<file path="src/rtl/fetch_unit.sv">
// Instruction fetch / sequencing unit: IDLE -> RUN -> HALTED control with
// program counter, branch handling, stall support and a saturating cycle counter.
module fetch_unit #(
  parameter int unsigned PW = 10,
  parameter int unsigned IW = 8,
  parameter int unsigned CW = 16
) (
  input  logic          clk,
  input  logic          rst_n,
  input  logic          start,
  input  logic [PW-1:0] start_addr,
  input  logic          stall,
  input  logic          branch_taken,
  output logic [PW-1:0] imem_addr,
  input  logic [IW-1:0] imem_data,
  output logic [IW-1:0] instruction,
  output logic [PW-1:0] pc,
  output logic          valid,
  output logic          done,
  output logic [CW-1:0] cycle_count
);

  typedef enum logic [1:0] {
    IDLE   = 2'd0,
    RUN    = 2'd1,
    HALTED = 2'd2
  } state_t;

  localparam logic [IW-1:0] HALT_OP = IW'(8'b0111_0000);

  state_t        state;
  logic          is_halt;
  logic          is_branch;
  logic [PW-1:0] branch_off;

  // Instruction path is purely combinational: zero latency from pc to decoder.
  always_comb begin
    imem_addr   = pc;
    instruction = imem_data;
    is_halt     = (imem_data == HALT_OP);
    is_branch   = (imem_data[7:6] == 2'b11);
    branch_off  = {{(PW-5){imem_data[4]}}, imem_data[4:0]};
  end

  // Sequencer: state, pc, counter and the registered valid/done flags.
  always_ff @(posedge clk or negedge rst_n) begin
    if (!rst_n) begin
      state       <= IDLE;
      pc          <= '0;
      cycle_count <= '0;
      valid       <= 1'b0;
      done        <= 1'b0;
    end else begin
      case (state)
        IDLE, HALTED: begin
          if (start) begin
            state       <= RUN;
            pc          <= start_addr;
            cycle_count <= '0;
            valid       <= 1'b1;
            done        <= 1'b0;
          end
        end
        RUN: begin
          if (!stall) begin
            if (cycle_count != '1) begin
              cycle_count <= cycle_count + 1'b1;
            end
            if (is_halt) begin
              state <= HALTED;
              valid <= 1'b0;
              done  <= 1'b1;
            end else if (is_branch && branch_taken) begin
              pc <= pc + branch_off;
            end else begin
              pc <= pc + 1'b1;
            end
          end
        end
        default: begin
          state <= IDLE;
          valid <= 1'b0;
          done  <= 1'b0;
        end
      endcase
    end
  end

endmodule

</file>
<file path="config.mk">
export PLATFORM = sky130hd
export DESIGN_NAME = fetch_unit
export DESIGN_NICKNAME = d
export VERILOG_FILES = /design/src/rtl/fetch_unit.sv
export SDC_FILE = /design/constraint.sdc
export NUM_CORES = 1
export LEC_CHECK = 0
export BUFFER_PORTS_ARGS = -buffer_cell sky130_fd_sc_hd__buf_2
export CORE_MARGIN = 2
export CORE_UTILIZATION = 45
export CTS_CLUSTER_SIZE = 12
export DETAILED_ROUTE_END_ITERATION = 10
export PLACE_DENSITY = 0.83
export SKIP_LAST_GASP = 1
export SLEW_MARGIN = 20
export SYNTH_ARGS = -nofsm -noshare
export SYNTH_HDL_FRONTEND = slang
export SYNTH_SLANG_ARGS = --single-unit
</file>
<file path="constraint.sdc">
create_clock -name clk -period 3.5 [get_ports clk]
set_input_delay 0.525 -clock clk [delete_from_list [all_inputs] [get_ports clk]]
set_output_delay 0.525 -clock clk [all_outputs]
set_load 0.05 [all_outputs]
</file>
==> summary.txt, run 1 <==
Status
  – Outcome: finished clean

Clock network
  – TritonCTS clock tree: built
  – Cts repair resizes: 0
  – Cts bufs inserted: 5
  – Post-CTS Setup Bufs: 0
  – Post-CTS Hold Buffers: 0
  – Clock sinks: 29
  – Clock-pin slew on the worst setup and hold paths: 0.06 ns
  – Clock root buffer: clkbuf_8
  – Clk Latency, worst-skew pair: 0.28 ns
  – Number of buffers on the longest clock path: 2
  – H-tree depth: 2

Yosys
  – Seq/Total Area, Yosys: 0.350
  – Seq cells post-synth: 29
  – Number of flops mapped to enable cells by yosys: 0
  – Syn_nets: 260
  – Largest family of logic cells by synthesized area: simple AND/OR/NAND/NOR gates
  – Synth Area in Compound Gates: 0.194
  – Synth top area cells: dfrtp_1, buf_4, xnor2_1, nand2_1, nor2_1
  – Syn Std Cell Area: 2070 um^2
  – Cell taking the most area after synthesis: dfrtp_1
  – Main synth FF type: dfrtp_1
  – Syn_area_per_cell: 8.98 um^2
  – Post-synthesis simple-gate area fraction: 0.247
  – Area share of fa/ha/maj cells after synthesis: 0.0398
  – Post-synthesis cell count: 231
  – Yosys cell types: 54
  – Post-synth top area share: 0.350
  – Xor-xnor portion of the synthesized cell area: 0.0465
  – Ys async rst share: 1.00
  – Ys Warns: 0
  – Mux contribution to synthesized area: 0.0290

Cells and area
  – Filler cells: 403
  – Non-Filler Instances: 333
  – Non-Filler Cell Area, Final: 2420 um^2
  – Diodes inserted: 0
  – Layout cells sized above 1: 0.306
  – Area growth, synth to finish: 16.5%
  – Fin nets: 309

Worst setup path
  – R2R Setup Slk: 1.15 ns
  – Crit. End Element: register
  – CP cell instances: buf_2, and3_1, nand2b_1, ha_1, fa_1, a21o_1, a21oi_1, mux2i_1, a21oi_1, a2bb2oi_1
  – Crit-path most repeated cell: a21oi_1
  – Kind of critical path: input port to register
  – Critical path arrival: 2.63 ns
  – Startpoint Class: input port
  – Slowest cell on crit path: fa_1
  – Worst Path Buf+Inv: 1
  – Worst Path Max Fanout: 5
  – Cell family with the largest share of critical-path delay: compound AO/OA/AOI/OAI gates
  – CP required: 3.63 ns
  – Max incr delay on CP: 0.43 ns

Placed design
  – DP HPWL: 3710 um
  – Placer congestion estimate: 0.831
  – Dpl cell area: 2310 um^2
  – I/O Buffers: 68
  – Placed Cells: 325

Power
  – Switch share: 0.544
  – Comb pwr share: 0.575
  – Tot Pwr: 2020 uW
  – Pwr dens: 837 nW/um^2
  – Power share of the sequential group: 0.273
  – Int Power: 921 uW
  – Pleak: 0.00116 uW
  – Sw Pwr: 1100 uW
  – Clock Power Share: 0.153
  – Peak supply drop: 0.381 mV

Routing
  – Routed via count: 1912
  – DRC: 0
  – DRT Pass-1 Iters: 4
  – WL/cell: 15.1 um
  – Routed Antenna Nets: 0
  – Vias per cell: 5.74
  – Final wirelength: 5030 um
  – Drt initial violations: 115

Die
  – Num rows: 24
  – Initial Utilization: 0.473
  – Die W: 71.9 um
  – Core Box Area: 4380 um^2
  – # IOs: 69
  – DIE HEIGHT: 71.9 um
  – Full die area: 5170 um^2

STA
  – Worst-Margin Slew: 0.800 ns
  – Clk_skew: 0.00617 ns
  – Final setup TNS: 0 ns
  – Fin crit share: 0.714
  – Slew HR: 0.465
  – Min cycle time layout: 2.50 ns
  – F_max: 400 MHz
  – Final hold vios: 0
  – Final slew viol count: 0
  – RSZ-0062 raised after global routing: false
  – Final setup violation count: 0

Flow run
  – MaxCap Viol Count: 0

GRT
  – First-pass GRT wire length: 8390 um
  – Vias in the first global route: 1742
  – Largest net degree at the start of global routing: 30
  – Overall global routing resource usage: 0.206
  – Initial antenna violation count: 0
  – Grt ovf: 0

Worst hold path
  – Worst min path class: input port to async pin
-- per-layer routing --
layer	track usage	vias up	share of wire
met2	0.317	53	0.48
met4	0.0608	0	0.015
met3	0.0366	7	0.042
met1	0.297	924	0.47
li1	-	928	-
met5	0	-	0
-- worst register-to-register path, delay by kind of cell (launching register included) --
kind             cells  cell delay (ns)
AND/OR/NAND/NOR      4             1.72
flip-flops           1             0.47
AO/OA/AOI/OAI        1             0.06
-- registers in the layout (all words and copies together) (netlist names) --
| register | cells |
|---|---|
| valid | 1 |
| cycle_count | 16 |
| done | 1 |
| state | 1 |
| imem_addr | 10 |
-- final timing paths --
| check | from | depth (start not counted) | to |
|---|---|---|---|
| worst max-delay path | imem_data[7] | 10 | imem_addr[6]$_DFFE_PN0P_ |
| worst min-delay path | rst_n | 1 | cycle_count[12]$_DFFE_PN0P_ |
| worst max register to register | done$_DFFE_PN0P_ | 5 | cycle_count[5]$_DFFE_PN0P_ |
| worst min register to register | cycle_count[0]$_DFFE_PN0P_ | 1 | cycle_count[0]$_DFFE_PN0P_ |
| max in group asynchronous | rst_n | 1 | cycle_count[9]$_DFFE_PN0P_ |
| min in group clk | start_addr[3] | 3 | imem_addr[3]$_DFFE_PN0P_ |
-- power by group through the flow --
stage          clock [uW]  sequential [uW]  combinational, uW
2_1_floorplan           0              821                715
3_3_place_gp            0              553               1140
3_5_place_dp            0              558               1160
4_1_cts               311              552               1160
5_1_grt               334              575               1250
6_report              309              551               1160
-- cells in the final DEF, fill, tap and decap left out, types with 6 or more instances in the layout --
cell and instances:
buf_2 68, xnor2_1 11, mux2i_1 6, clkbuf_8 7, a21oi_1 14, nor3_1 6
dfrtp_1 29, nand2_1 19, nor2_1 19, and2_1 6
-- synthesized netlist by cell type, types with 5 or more instances --
master,instances
a21oi_1,14
a31oi_1,5
and2_1,6
buf_2,5
buf_4,18
dfrtp_1,29
ha_1,5
mux2i_1,6
nand2_1,19
nand2b_1,5
nand3_1,5
nor2_1,19
nor3_1,6
o21ai_0,5
o22ai_1,5
xnor2_1,11
-- metrics by stage --
stage	worst slack [ns]	utilization	hold WS [ns]
final	1.00	0.551	0.276
after global routing	0.861	0.551	0.332
after CTS	1.02	0.551	0.307
after detailed placement	0.743	0.528	0.536
after global placement	0.824	0.528	0.522
after floorplan	1.07	-	0.229
-- cell type report --
class / instances / area [um^2] / share of cell area
multi-input combinational: 170 / 1150 / 0.477
sequential: 29 / 726 / 0.300
timing repair buffer: 70 / 355 / 0.147
clock buffer: 7 / 96.3 / 0.0399
tap: 52 / 65.1 / 0.0269
inverter: 4 / 15.0 / 0.00621
clock inverter: 1 / 5.00 / 0.00207
-- kinds of logic (layout without fill, tap and decap cells) --
family                     Yosys count  count (layout)
muxes                                6               6
buffers and inverters               32              82
xor gates and xnor gates            11              11
adders and majority gates            6               6
DFF                                 29              29
and+or+nand+nor                     89              89
AOI/OAI and AO/OA                   58              58
Note: power is estimated with default switching activity, not from simulation.
==> run 2: changes to the inputs <==
Clock period 3.5 ns to 2.5 ns, I/O delays scaled along.
==> run 2 against run 1 <==
Effect of this change: die area is the same; sequential share of layout area down 0.67 points; first-iteration DRC count grew 53%; non-clock buffer count increased by 3; setup slack got worse by 0.71 ns; cell count increased by 0.90%; clock skew is 0.0017 ns higher; cell area up 2.3%.
==> summary.txt, run 2 (synthesized netlist as in run 1, its figures left out) <==
Worst setup path
  – Kind of critical path: input port to register
  – CP cell instances: buf_2, and3_1, nand2b_1, ha_1, fa_1, a21o_1, a21oi_1, buf_4, mux2i_1, a21oi_1, a2bb2oi_1
  – R2R Path End: imem_addr[6]$_DFFE_PN0P_
  – Max incr delay on CP: 0.41 ns
  – R2R Setup Slk: 0.39 ns
  – Crit. End Element: register
  – Reg-to-Reg Start: imem_addr[0]$_DFFE_PN0P_
  – Crit-path most repeated cell: a21oi_1
  – R2R cell count: 8
  – CP required: 2.63 ns
  – Slowest cell on crit path: fa_1
  – Worst Path Buf+Inv: 2
  – Critical path arrival: 2.34 ns
  – Cell family with the largest share of critical-path delay: adder cells
  – Worst Path Max Fanout: 5
  – Startpoint Class: input port

Placed design
  – DP HPWL: 3450 um
  – Pre-CTS setup slack: 0.0136 ns
  – I/O Buffers: 68
  – Placer congestion estimate: 0.927

Clock network
  – Post-CTS Hold Buffers: 0
  – Cts repair resizes: 0
  – Post-CTS Setup Bufs: 0
  – Clock-pin slew on the worst setup and hold paths: 0.07 ns
  – Clk Latency, worst-skew pair: 0.28 ns
  – Cts bufs inserted: 5
  – Clock sinks: 29
  – Clock root buffer: clkbuf_8
  – TritonCTS clock tree: built
  – Number of buffers on the longest clock path: 2
  – H-tree depth: 2

GRT
  – Overall global routing resource usage: 0.192
  – Vias in the first global route: 1704
  – Grt ovf: 0
  – First-pass GRT wire length: 7880 um
  – Largest net degree at the start of global routing: 30
  – Initial antenna violation count: 0

STA
  – F_max: 452 MHz
  – Final hold vios: 0
  – Final worst setup slack: 0.288 ns
  – Worst-Margin Slew: 0.764 ns
  – Fin crit share: 0.885
  – Clk_skew: 0.00787 ns
  – Final setup TNS: 0 ns
  – Min cycle time layout: 2.21 ns
  – Slew HR: 0.488
  – RSZ-0062 raised after global routing: false
  – Final slew viol count: 0
  – Final setup violation count: 0

Cells and area
  – Biggest register: cycle_count
  – Filler cells: 383
  – Diodes inserted: 0
  – Multi-input gate area: 1150 um^2
  – Layout cells sized above 1: 0.313
  – Fin nets: 312
  – Commonest non-fill, non-tap cell in the layout: buf_2
  – Area growth, synth to finish: 19.2%
  – Max reg flops: 16
  – FF+latch area: 726 um^2
  – Most frequent cells in the layout: buf_2, dfrtp_1, nor2_1, nand2_1, a21oi_1

Routing
  – Routed via count: 1909
  – Routed Antenna Nets: 0
  – WL/cell: 14.0 um
  – Final wirelength: 4720 um
  – DRT Pass-1 Iters: 4
  – Drt initial violations: 176
  – Vias per cell: 5.68
  – DRC: 0

Die
  – Initial Utilization: 0.473
  – DIE HEIGHT: 71.9 um
  – # IOs: 69
  – Die W: 71.9 um
  – Num rows: 24
  – Full die area: 5170 um^2
  – Core Box Area: 4380 um^2

Power
  – Pwr dens: 1210 nW/um^2
  – Pleak: 0.00119 uW
  – Peak supply drop: 0.626 mV

Status
  – Outcome: finished clean

Flow run
  – MaxCap Viol Count: 0

Worst hold path
  – Worst min path class: input port to async pin
-- run 2: per-layer routing --
layer,GRT usage,up-vias,share of wire,wire [um]
met1,0.263,903,0.47,2200
met4,0.0755,0,0.017,82
met5,0,-,0,0
li1,-,944,-,-
met3,0.0394,8,0.045,212
met2,0.298,54,0.47,2220
-- run 2: how the worst max path moves through the flow --
stage                                   from                  endpoint  slack, ns  depth (start not counted)
finish                          imem_data[7]  imem_addr[6]$_DFFE_PN0P_       0.29                         11
global placement                imem_data[6]  imem_addr[6]$_DFFE_PN0P_       0.08                         11
global route                    imem_data[6]  imem_addr[6]$_DFFE_PN0P_       0.13                         11
CTS                             imem_data[6]  imem_addr[6]$_DFFE_PN0P_       0.31                         11
floorplan           imem_addr[0]$_DFFE_PN0P_  imem_addr[6]$_DFFE_PN0P_       0.17                          7
detailed placement              imem_data[6]  imem_addr[6]$_DFFE_PN0P_       0.01                         11
-- run 2: final cells by class --
| class | instances | share of cell area |
|---|---|---|
| clock buffers | 5 | 0.0278 |
| multi-input cells | 170 | 0.467 |
| flip-flops and latches | 29 | 0.294 |
| inverters | 4 | 0.00608 |
| clock inverters | 3 | 0.0263 |
| well taps | 52 | 0.0263 |
| repair buffers | 73 | 0.153 |
-- run 2: per-stage QoR --
stage	std cells	hold slack [ns]	util	total power, uW	instance area [um^2]
after floorplan	231	0.0794	-	2150	2070
after global placement	328	0.440	0.533	2380	2340
after detailed placement	328	0.450	0.533	2400	2340
after CTS	336	0.141	0.564	3000	2470
after global routing	336	0.167	0.564	3160	2470
final	336	0.120	0.564	2980	2470
-- run 2: power by group --
group | switching, uW | leakage [uW] | internal [uW]
Combinational | 1160 | 0.000758 | 460
Clock | 190 | 0.0000681 | 396
Sequential | 180 | 0.000365 | 592
==> run 3: changes to the inputs <==
Settings changed: CORE_MARGIN 2 to not set, CTS_BUF_LIST set to sky130_fd_sc_hd__clkbuf_8.
==> run 3 against run 2 <==
Effect of this change: first-iteration DRC count fell by 41%; routed wire length rose by 0.38%; via count fell by 0.52%; clock-buffer cell count rose by 1; hold slack got worse by 0.0041 ns; largest cell class unchanged; cell area fell by 1.8%; cell count fell by 0.30%.
==> summary.txt, run 3 (synthesized netlist as in run 1, its figures left out) <==
Power
  – Pwr dens: 1160 nW/um^2
  – Sw Pwr: 1540 uW
  – Clock Power Share: 0.148
  – Peak supply drop: 0.530 mV
  – Power share of the sequential group: 0.275
  – Int Power: 1270 uW
  – Switch share: 0.548
  – Comb pwr share: 0.577
  – Pleak: 0.00117 uW

Worst setup path
  – R2R Setup Slk: 0.38 ns
  – Kind of critical path: input port to register
  – CP required: 2.63 ns
  – Startpoint Class: input port
  – Crit. Startpoint: imem_data[6]
  – Reg-to-Reg Start: imem_addr[0]$_DFFE_PN0P_
  – Crit. End Element: register
  – Setup crit end: imem_addr[8]$_DFFE_PN0P_
  – R2R Path End: imem_addr[8]$_DFFE_PN0P_
  – R2R cell count: 8
  – Critical path arrival: 2.33 ns
  – Worst Path Max Fanout: 5

Die
  – Core Box Area: 4380 um^2
  – DIE HEIGHT: 69.9 um
  – Initial Utilization: 0.473
  – Num rows: 24
  – Full die area: 4880 um^2
  – # IOs: 69
  – Die W: 69.9 um

Cells and area
  – Biggest register: cycle_count
  – Fin nets: 311
  – Area growth, synth to finish: 17.0%
  – Filler cells: 394
  – Non-Filler Cell Area, Final: 2430 um^2
  – Most frequent cells in the layout: buf_2, dfrtp_1, nor2_1, nand2_1, a21oi_1
  – Multi-input gate area: 1150 um^2
  – Diodes inserted: 0
  – Max reg flops: 16
  – Non-Filler Instances: 335
  – FF+latch area: 726 um^2
  – Layout cells sized above 1: 0.311
  – Commonest non-fill, non-tap cell in the layout: buf_2
  – Final core occ: 0.553

Status
  – Outcome: finished clean

STA
  – Final worst setup slack: 0.304 ns
  – RSZ-0062 raised after global routing: false
  – F_max: 455 MHz
  – Final hold vios: 0
  – Final setup violation count: 0
  – Final slew viol count: 0
  – Slew HR: 0.466
  – Min cycle time layout: 2.20 ns
  – Fin crit share: 0.878
  – Final setup TNS: 0 ns
  – Clk_skew: 0.00980 ns
  – Worst-Margin Slew: 0.798 ns

Placed design
  – Placer congestion estimate: 0.889
  – DP HPWL: 3460 um
  – Dpl cell area: 2330 um^2
  – I/O Buffers: 68
  – Pre-CTS setup slack: 0.00349 ns
  – Placed Cells: 327

Clock network
  – Clock sinks: 29
  – Clk Latency, worst-skew pair: 0.29 ns
  – Post-CTS Hold Buffers: 0
  – Clock root buffer: clkbuf_8
  – Cts repair resizes: 0
  – Post-CTS Setup Bufs: 0
  – TritonCTS clock tree: built
  – H-tree depth: 2
  – Number of buffers on the longest clock path: 2
  – Cts bufs inserted: 5
  – Clock-pin slew on the worst setup and hold paths: 0.07 ns

Worst hold path
  – Worst min path class: input port to async pin

GRT
  – Largest net degree at the start of global routing: 30
  – Grt ovf: 0
  – Vias in the first global route: 1766
  – First-pass GRT wire length: 8250 um
  – Initial antenna violation count: 0
  – Overall global routing resource usage: 0.212

Routing
  – Routed Antenna Nets: 0
  – Final wirelength: 4740 um
  – Drt initial violations: 103
  – DRT Pass-1 Iters: 4
  – WL/cell: 14.1 um
  – Vias per cell: 5.67
  – Routed via count: 1899
  – DRC: 0

Flow run
  – MaxCap Viol Count: 0
## run 3: cell count changes in the layout (fill, tap and decap cells not counted)
cell,change
bufinv_16,-2
buf_4,-1
clkbuf_8,+1
clkinv_4,+1
## run 3: per-stage QoR
step,total power [uW],hold slack [ns]
after detailed placement,2400,0.450
after floorplan,2150,0.0794
after CTS,2820,0.139
final,2800,0.115
after global placement,2370,0.442
after global routing,2990,0.154
## run 3: per-layer routing
layer / vias to the layer above / wire length (um) / global-route usage
met4: 0 / 84 / 0.0844
li1: 939 / - / -
met5: - / 0 / 0
met2: 44 / 2290 / 0.322
met1: 909 / 2150 / 0.291
met3: 7 / 213 / 0.0505
## run 3: worst min-delay path by stage
stage               startpoint                           to  slack (ns)  cells past startpoint
global placement         rst_n   cycle_count[8]$_DFFE_PN0P_        0.44                      1
global route             rst_n  cycle_count[10]$_DFFE_PN0P_        0.15                      1
finish                   rst_n  cycle_count[12]$_DFFE_PN0P_        0.12                      1
CTS                      rst_n  cycle_count[10]$_DFFE_PN0P_        0.14                      1
detailed placement       rst_n  cycle_count[12]$_DFFE_PN0P_        0.45                      1
floorplan                rst_n   cycle_count[0]$_DFFE_PN0P_        0.08                      0
## run 3: critical path, cell delays in order
cell and delay [ns]:
buf_2 0.10, and3_1 0.23, nand2b_1 0.08, ha_1 0.22, fa_1 0.41, a21o_1 0.17, a21oi_1 0.14, buf_4 0.15
mux2i_1 0.21, a21oi_1 0.09, a2bb2oi_1 0.14
## run 3: layout make-up
class | count | share of cell area
flip-flops and latches | 29 | 0.299
clock buffers | 6 | 0.0340
well taps | 52 | 0.0268
inverters | 4 | 0.00619
repair buffers | 72 | 0.153
multi-input cells | 170 | 0.476
clock inverters | 2 | 0.00567
## run 3: power by group through the flow
stage / combinational, uW / clock [uW] / sequential (uW)
after global routing: 1730 / 451 / 805
final: 1620 / 415 / 772
after global placement: 1590 / 0 / 775
after detailed placement: 1620 / 0 / 780
after CTS: 1620 / 424 / 773
after floorplan: 1000 / 0 / 1150
